===== src/rtl/sysid_pkg.sv =====
// Shared definitions for the system-ID probe and the sysid slave generator:
// probe FSM states, slave word addresses and the default expected words.
package sysid_pkg;

   typedef enum logic [2:0] {
      S_IDLE,
      S_REQ_ID,
      S_WAIT_ID,
      S_REQ_TS,
      S_WAIT_TS,
      S_FINISH
   } state_t;

   localparam logic        SYSID_ADDR_ID = 1'b0;
   localparam logic        SYSID_ADDR_TS = 1'b1;

   localparam logic [31:0] SYSID_EXP_ID  = 32'h3021C96C;
   localparam logic [31:0] SYSID_EXP_TS  = 32'h4EBD3BEC;

   // True while a read transaction is in flight (request or data phase).
   function automatic logic inTransaction(input state_t s);
      return (s == S_REQ_ID) || (s == S_WAIT_ID) ||
             (s == S_REQ_TS) || (s == S_WAIT_TS);
   endfunction

endpackage


===== src/rtl/sysid_probe.sv =====
// Avalon-MM master that reads the sysid ID and timestamp words and compares them
// against expected values. Define SYSID_PROBE_TIMEOUT_EN to add a per-read abort timer.
module sysid_probe
   import sysid_pkg::*;
#(
   parameter logic [31:0] EXP_ID      = SYSID_EXP_ID,
   parameter logic [31:0] EXP_TS      = SYSID_EXP_TS,
   parameter int unsigned TIMEOUT_CYC = 1024,
   parameter bit          AUTO_START  = 1'b1
)(
   input  logic        clk,
   input  logic        reset,
   input  logic        start,
   output logic        avm_address,
   output logic        avm_read,
   input  logic        avm_waitrequest,
   input  logic [31:0] avm_readdata,
   input  logic        avm_readdatavalid,
   output logic        busy,
   output logic        done,
   output logic        id_ok,
   output logic        ts_ok,
   output logic        timed_out,
   output logic [31:0] id_value,
   output logic [31:0] ts_value
);

   if (TIMEOUT_CYC < 2) begin : g_badTimeoutCfg
      $error("sysid_probe: TIMEOUT_CYC must be at least 2");
   end

   state_t      r_state;
   logic        r_read;
   logic        r_addr;
   logic        r_busy;
   logic        r_done;
   logic        r_idOk;
   logic        r_tsOk;
   logic        r_firstCycle;
   logic [31:0] r_idValue;
   logic [31:0] r_tsValue;

   logic        w_accept;
   logic        w_startReq;
   logic        w_capture;

   assign w_accept   = r_read && !avm_waitrequest;
   assign w_startReq = start || (r_firstCycle && AUTO_START);

   // Data only counts when a read is outstanding: accepted this cycle or already waiting.
   assign w_capture  = ((r_state == S_REQ_ID  || r_state == S_REQ_TS) && w_accept && avm_readdatavalid) ||
                       ((r_state == S_WAIT_ID || r_state == S_WAIT_TS) && avm_readdatavalid);

`ifdef SYSID_PROBE_TIMEOUT_EN
   localparam int               CNT_W    = $clog2(TIMEOUT_CYC + 1);
   localparam logic [CNT_W-1:0] CNT_LAST = CNT_W'(TIMEOUT_CYC - 1);

   logic [CNT_W-1:0] r_cnt;
   logic             r_timedOut;
   logic             w_expire;

   assign w_expire  = inTransaction(r_state) && (r_cnt == CNT_LAST) && !w_capture;
   assign timed_out = r_timedOut;
`else
   assign timed_out = 1'b0;
`endif

   always_ff @(posedge clk) begin
      if (reset) begin
         r_state      <= S_IDLE;
         r_read       <= 1'b0;
         r_addr       <= SYSID_ADDR_ID;
         r_busy       <= 1'b0;
         r_done       <= 1'b0;
         r_idOk       <= 1'b0;
         r_tsOk       <= 1'b0;
         r_idValue    <= '0;
         r_tsValue    <= '0;
         r_firstCycle <= 1'b1;
`ifdef SYSID_PROBE_TIMEOUT_EN
         r_cnt        <= '0;
         r_timedOut   <= 1'b0;
`endif
      end else begin
         r_firstCycle <= 1'b0;
         r_done       <= 1'b0;
`ifdef SYSID_PROBE_TIMEOUT_EN
         if (inTransaction(r_state)) begin
            r_cnt <= r_cnt + 1'b1;
         end
`endif
         unique case (r_state)
            S_IDLE: begin
               if (w_startReq) begin
                  r_state <= S_REQ_ID;
                  r_read  <= 1'b1;
                  r_addr  <= SYSID_ADDR_ID;
                  r_busy  <= 1'b1;
                  r_idOk  <= 1'b0;
                  r_tsOk  <= 1'b0;
`ifdef SYSID_PROBE_TIMEOUT_EN
                  r_cnt      <= '0;
                  r_timedOut <= 1'b0;
`endif
               end
            end
            S_REQ_ID, S_WAIT_ID: begin
               if (w_capture) begin
                  r_idValue <= avm_readdata;
                  r_idOk    <= (avm_readdata == EXP_ID);
                  r_state   <= S_REQ_TS;
                  r_read    <= 1'b1;
                  r_addr    <= SYSID_ADDR_TS;
`ifdef SYSID_PROBE_TIMEOUT_EN
                  r_cnt     <= '0;
`endif
               end else if (w_accept) begin
                  r_read  <= 1'b0;
                  r_state <= S_WAIT_ID;
               end
            end
            S_REQ_TS, S_WAIT_TS: begin
               if (w_capture) begin
                  r_tsValue <= avm_readdata;
                  r_tsOk    <= (avm_readdata == EXP_TS);
                  r_state   <= S_FINISH;
                  r_read    <= 1'b0;
                  r_busy    <= 1'b0;
                  r_done    <= 1'b1;
               end else if (w_accept) begin
                  r_read  <= 1'b0;
                  r_state <= S_WAIT_TS;
               end
            end
            S_FINISH: begin
               r_state <= S_IDLE;
            end
            default: begin
               r_state <= S_IDLE;
            end
         endcase
`ifdef SYSID_PROBE_TIMEOUT_EN
         // Abort overrides whatever the case above decided for this cycle.
         if (w_expire) begin
            r_state    <= S_FINISH;
            r_read     <= 1'b0;
            r_busy     <= 1'b0;
            r_done     <= 1'b1;
            r_timedOut <= 1'b1;
         end
`endif
      end
   end

   assign avm_address = r_addr;
   assign avm_read    = r_read;
   assign busy        = r_busy;
   assign done        = r_done;
   assign id_ok       = r_idOk;
   assign ts_ok       = r_tsOk;
   assign id_value    = r_idValue;
   assign ts_value    = r_tsValue;

endmodule


===== config.mk =====
export PLATFORM = sky130hd
export DESIGN_NAME = sysid_probe
export DESIGN_NICKNAME = d
export VERILOG_FILES = /design/src/rtl/sysid_pkg.sv /design/src/rtl/sysid_probe.sv
export SDC_FILE = /design/constraint.sdc
export NUM_CORES = 1
export LEC_CHECK = 0
export ABC_CLOCK_PERIOD_IN_PS = 2850
export BUFFER_PORTS_ARGS = -buffer_cell sky130_fd_sc_hd__buf_2
export CAP_MARGIN = 20
export CORE_MARGIN = 4
export CORE_UTILIZATION = 35
export DETAILED_ROUTE_END_ITERATION = 12
export RECOVER_POWER = 100
export SLEW_MARGIN = 30
export SYNTH_ARGS = -nofsm -noshare
export SYNTH_HDL_FRONTEND = slang
export SYNTH_SLANG_ARGS = --single-unit

===== constraint.sdc =====
create_clock -name clk -period 2.85 [get_ports clk]
set_input_delay 0.57 -clock clk [delete_from_list [all_inputs] [get_ports clk]]
set_output_delay 0.57 -clock clk [all_outputs]
set_load 0.03 [all_outputs]

==> impl_metrics.py <==
metrics = {
    "status": {
        "status": "complete, but fails checks",
        "violations": "max-capacitance violations",
    },
    "routing": {
        "dr.pass1.iters": 5,
        "routed_via_density": 5.21,
        "wl_per_cell_um": 15.7,
        "drcViolationCount": 0,
        "dr_total_vias": 2956,
        "wl_mm": 8.93,
        "drt_iter0_drc": 170,
        "postRouteAntennaNets": 0,
    },
    "logic_synthesis": {
        "synth_flop_cell": "dfxtp_1",
        "ys_types": 41,
        "syn_area_per_cell_um2": 8.12,
        "ys_warn_count": 0,
        "synth-edff-count": 0,
        "syn_nets": 399,
        "synth_async_sr_flop_share_pct": 0,
        "ys_ff_latch": 74,
        "synth_area_um2": 2940,
        "ys_seq_area_share_pct": 50.4,
        "syn_inst": 362,
    },
    "global_route": {
        "grt_pass1_wl_mm": 14.3,
        "antenna_found_initial": 0,
        "grt-ovfl-total": 0,
        "grt_start_max_net_pins": 75,
        "grt.total_usage_pct": 18.3,
        "grt_pass1_vias": 2788,
    },
    "min_path": {
        "hold_depth": 2,
        "hold_path.class": "flop to flop",
    },
    "cts": {
        "path_clk_slew_ps": 80,
        "ctsResizeCount": 0,
        "cts_hold_buf": 0,
        "tritoncts": "built",
        "clk_latency_ps": 350,
        "h-tree-depth": 3,
        "ctsRootBufferMaster": "clkbuf_8",
        "clockBufferDepth": 2,
        "cts_sinks": 74,
        "cts_buffers": 9,
        "post_cts_buffers": 0,
    },
    "critical_path": {
        "start_kind": "flop",
        "critical_path_class": "flop to flop",
        "endpoint_kind": "flop",
        "worstPathRequired_ps": 3110,
        "critPathArrivalTime_ps": 2340,
        "cp_max_fo": 12,
        "rr_worst_depth": 5,
    },
    "floorplan": {
        "die_w_um": 99.7,
        "core_um2": 8180,
        "pin_count": 108,
        "die_h_um": 99.7,
        "rows": 33,
        "initial_core_util_pct": 36.0,
        "dieArea_um2": 9930,
    },
    "placement": {
        "dp_hpwl_mm": 6.15,
        "portBuffers": 106,
        "gp_congestion": 0.804,
    },
    "job": {
        "maxCapViolations": 1,
    },
    "pwr": {
        "leakage_nw": 1.27,
        "irDropWorstVdd_mv": 0.246,
        "finalPower_mw": 2.42,
        "power_per_cell_area_nw_per_um2": 649,
    },
    "timing": {
        "grt_setup_unrepaired": "false",
        "period_minus_slack_ps": 2080,
        "fmax_mhz": 480,
        "finClkSkew_ps": 5.84,
        "hold_violations": 0,
        "fin_crit_sh_pct": 73.1,
        "setup_violations": 0,
        "drv_slew": 0,
        "worst_slew_pin_slew_ps": 1490,
        "tns_ps": 0,
        "relSlewSlack_pct": 0.682,
    },
    "layout": {
        "antenna_cells": 0,
        "syn_to_final_growth_pct": 26.9,
        "layout-drive-gt1-share_pct": 13.6,
        "fin_nets": 494,
    },
}
[state kept, by name (all words and copies together) (netlist names)]
signal        count
id_ok             1
avm_address       1
id_value         32
avm_read          1
r_firstCycle      1
ts_value         32
r_state           3
busy              1
done              1
ts_ok             1
[synthesized netlist by cell type, drive strengths merged, types with 3 or more instances]
library cell | number | area (um2)
o21ai | 36 | 184
inv | 5 | 18.8
a21oi | 67 | 335
nand3 | 33 | 165
clkbuf | 17 | 63.8
nand2 | 70 | 263
nand4b | 3 | 26.3
nand4 | 3 | 18.8
dfxtp | 74 | 1480
nor2b | 4 | 25.0
nor2 | 4 | 17.5
buf | 13 | 66.3
nor3 | 5 | 25.0
[critical path, cell delays in order (launching register included)]
cell      delay [ps]
dfxtp_1          500
nor2b_1          260
a22o_1           450
clkbuf_1         480
nand3_1          170
a21oi_1          140
[cell type report]
type	instances	area, um2
Clock buffer	9	124
Clock inverter	7	165
Fill cell	873	4450
Inverter	5	18.8
Multi-Input combinational cell	253	1310
Sequential cell	74	1480
Tap cell	105	131
Timing Repair Buffer	114	504
[layout by cell type (no fill, tap or decap), types with 2 or more instances in the layout]
| master | synthesis | layout |
|---|---|---|
| a2111o_1 | 2 | 2 |
| dfxtp_1 | 74 | 74 |
| nand4b_1 | 3 | 3 |
| xnor2_1 | 2 | 2 |
| clkbuf_2 | 0 | 3 |
| a221oi_1 | 2 | 2 |
| inv_1 | 5 | 5 |
| nand2_1 | 70 | 70 |
| nor2b_1 | 4 | 4 |
| nor2_1 | 3 | 3 |
| a21oi_1 | 67 | 67 |
| nor3_1 | 5 | 5 |
| buf_4 | 1 | 3 |
| bufinv_16 | 0 | 5 |
| buf_2 | 11 | 36 |
| nor4b_1 | 2 | 2 |
| clkbuf_1 | 17 | 71 |
| clkinvlp_4 | 0 | 2 |
| o21ai_1 | 3 | 2 |
| or4bb_1 | 2 | 2 |
| nand4_1 | 3 | 3 |
| o21ai_0 | 32 | 33 |
| clkbuf_8 | 0 | 9 |
| nand3_1 | 33 | 33 |
[path summary, 6_finish.rpt]
kind                                  start                   endpoint  slack, ps
setup / recovery    r_state[1]$_SDFFE_PP0P_   ts_value[2]$_SDFFE_PP0P_        770
hold / removal    id_value[21]$_SDFFE_PP0P_  id_value[21]$_SDFFE_PP0P_        460
setup reg to reg    r_state[1]$_SDFFE_PP0P_   ts_value[2]$_SDFFE_PP0P_        770
hold reg to reg   id_value[21]$_SDFFE_PP0P_  id_value[21]$_SDFFE_PP0P_        460
[per-stage QoR]
step | hold WS (ps) | util, % | setup WS [ps] | instance area (um2) | cells
final | 457 | 45.6 | 766 | 3730 | 567
after global routing | 471 | 45.6 | 582 | 3730 | 567
after CTS | 457 | 46.9 | 1030 | 3830 | 567
after detailed placement | 446 | 43.4 | 770 | 3540 | 551
after global placement | 441 | 43.4 | 823 | 3540 | 551
after floorplan | 549 | - | 1150 | 2940 | 362
[power by group]
group	internal (mW)	switching [mW]
clock network	0.758	0.400
logic	0.0561	0.141
registers	1.05	0.0136
[routing by layer]
metal  vias up  share of wire, %  track usage, %
met1      1397                46            25.0
met4         0               1.1            6.62
met3         8               6.7            4.70
li1       1452                 -               -
met2        99                47            27.8
met5         -                 0               0
[logic make-up (layout without fill, tap and decap cells)]
kind of cell / count (synthesis) / in the layout / synth area share, %
other: 1 / 1 / 0.128
XOR/XNOR: 2 / 2 / 0.596
flip-flops: 74 / 74 / 50.4
multiplexers: 1 / 1 / 0.340
AO/OA/AOI/OAI: 115 / 115 / 21.7
AND/OR/NAND/NOR: 134 / 134 / 21.8
buffers and inverters: 35 / 135 / 5.06
Note: power is estimated with default switching activity, not from simulation.
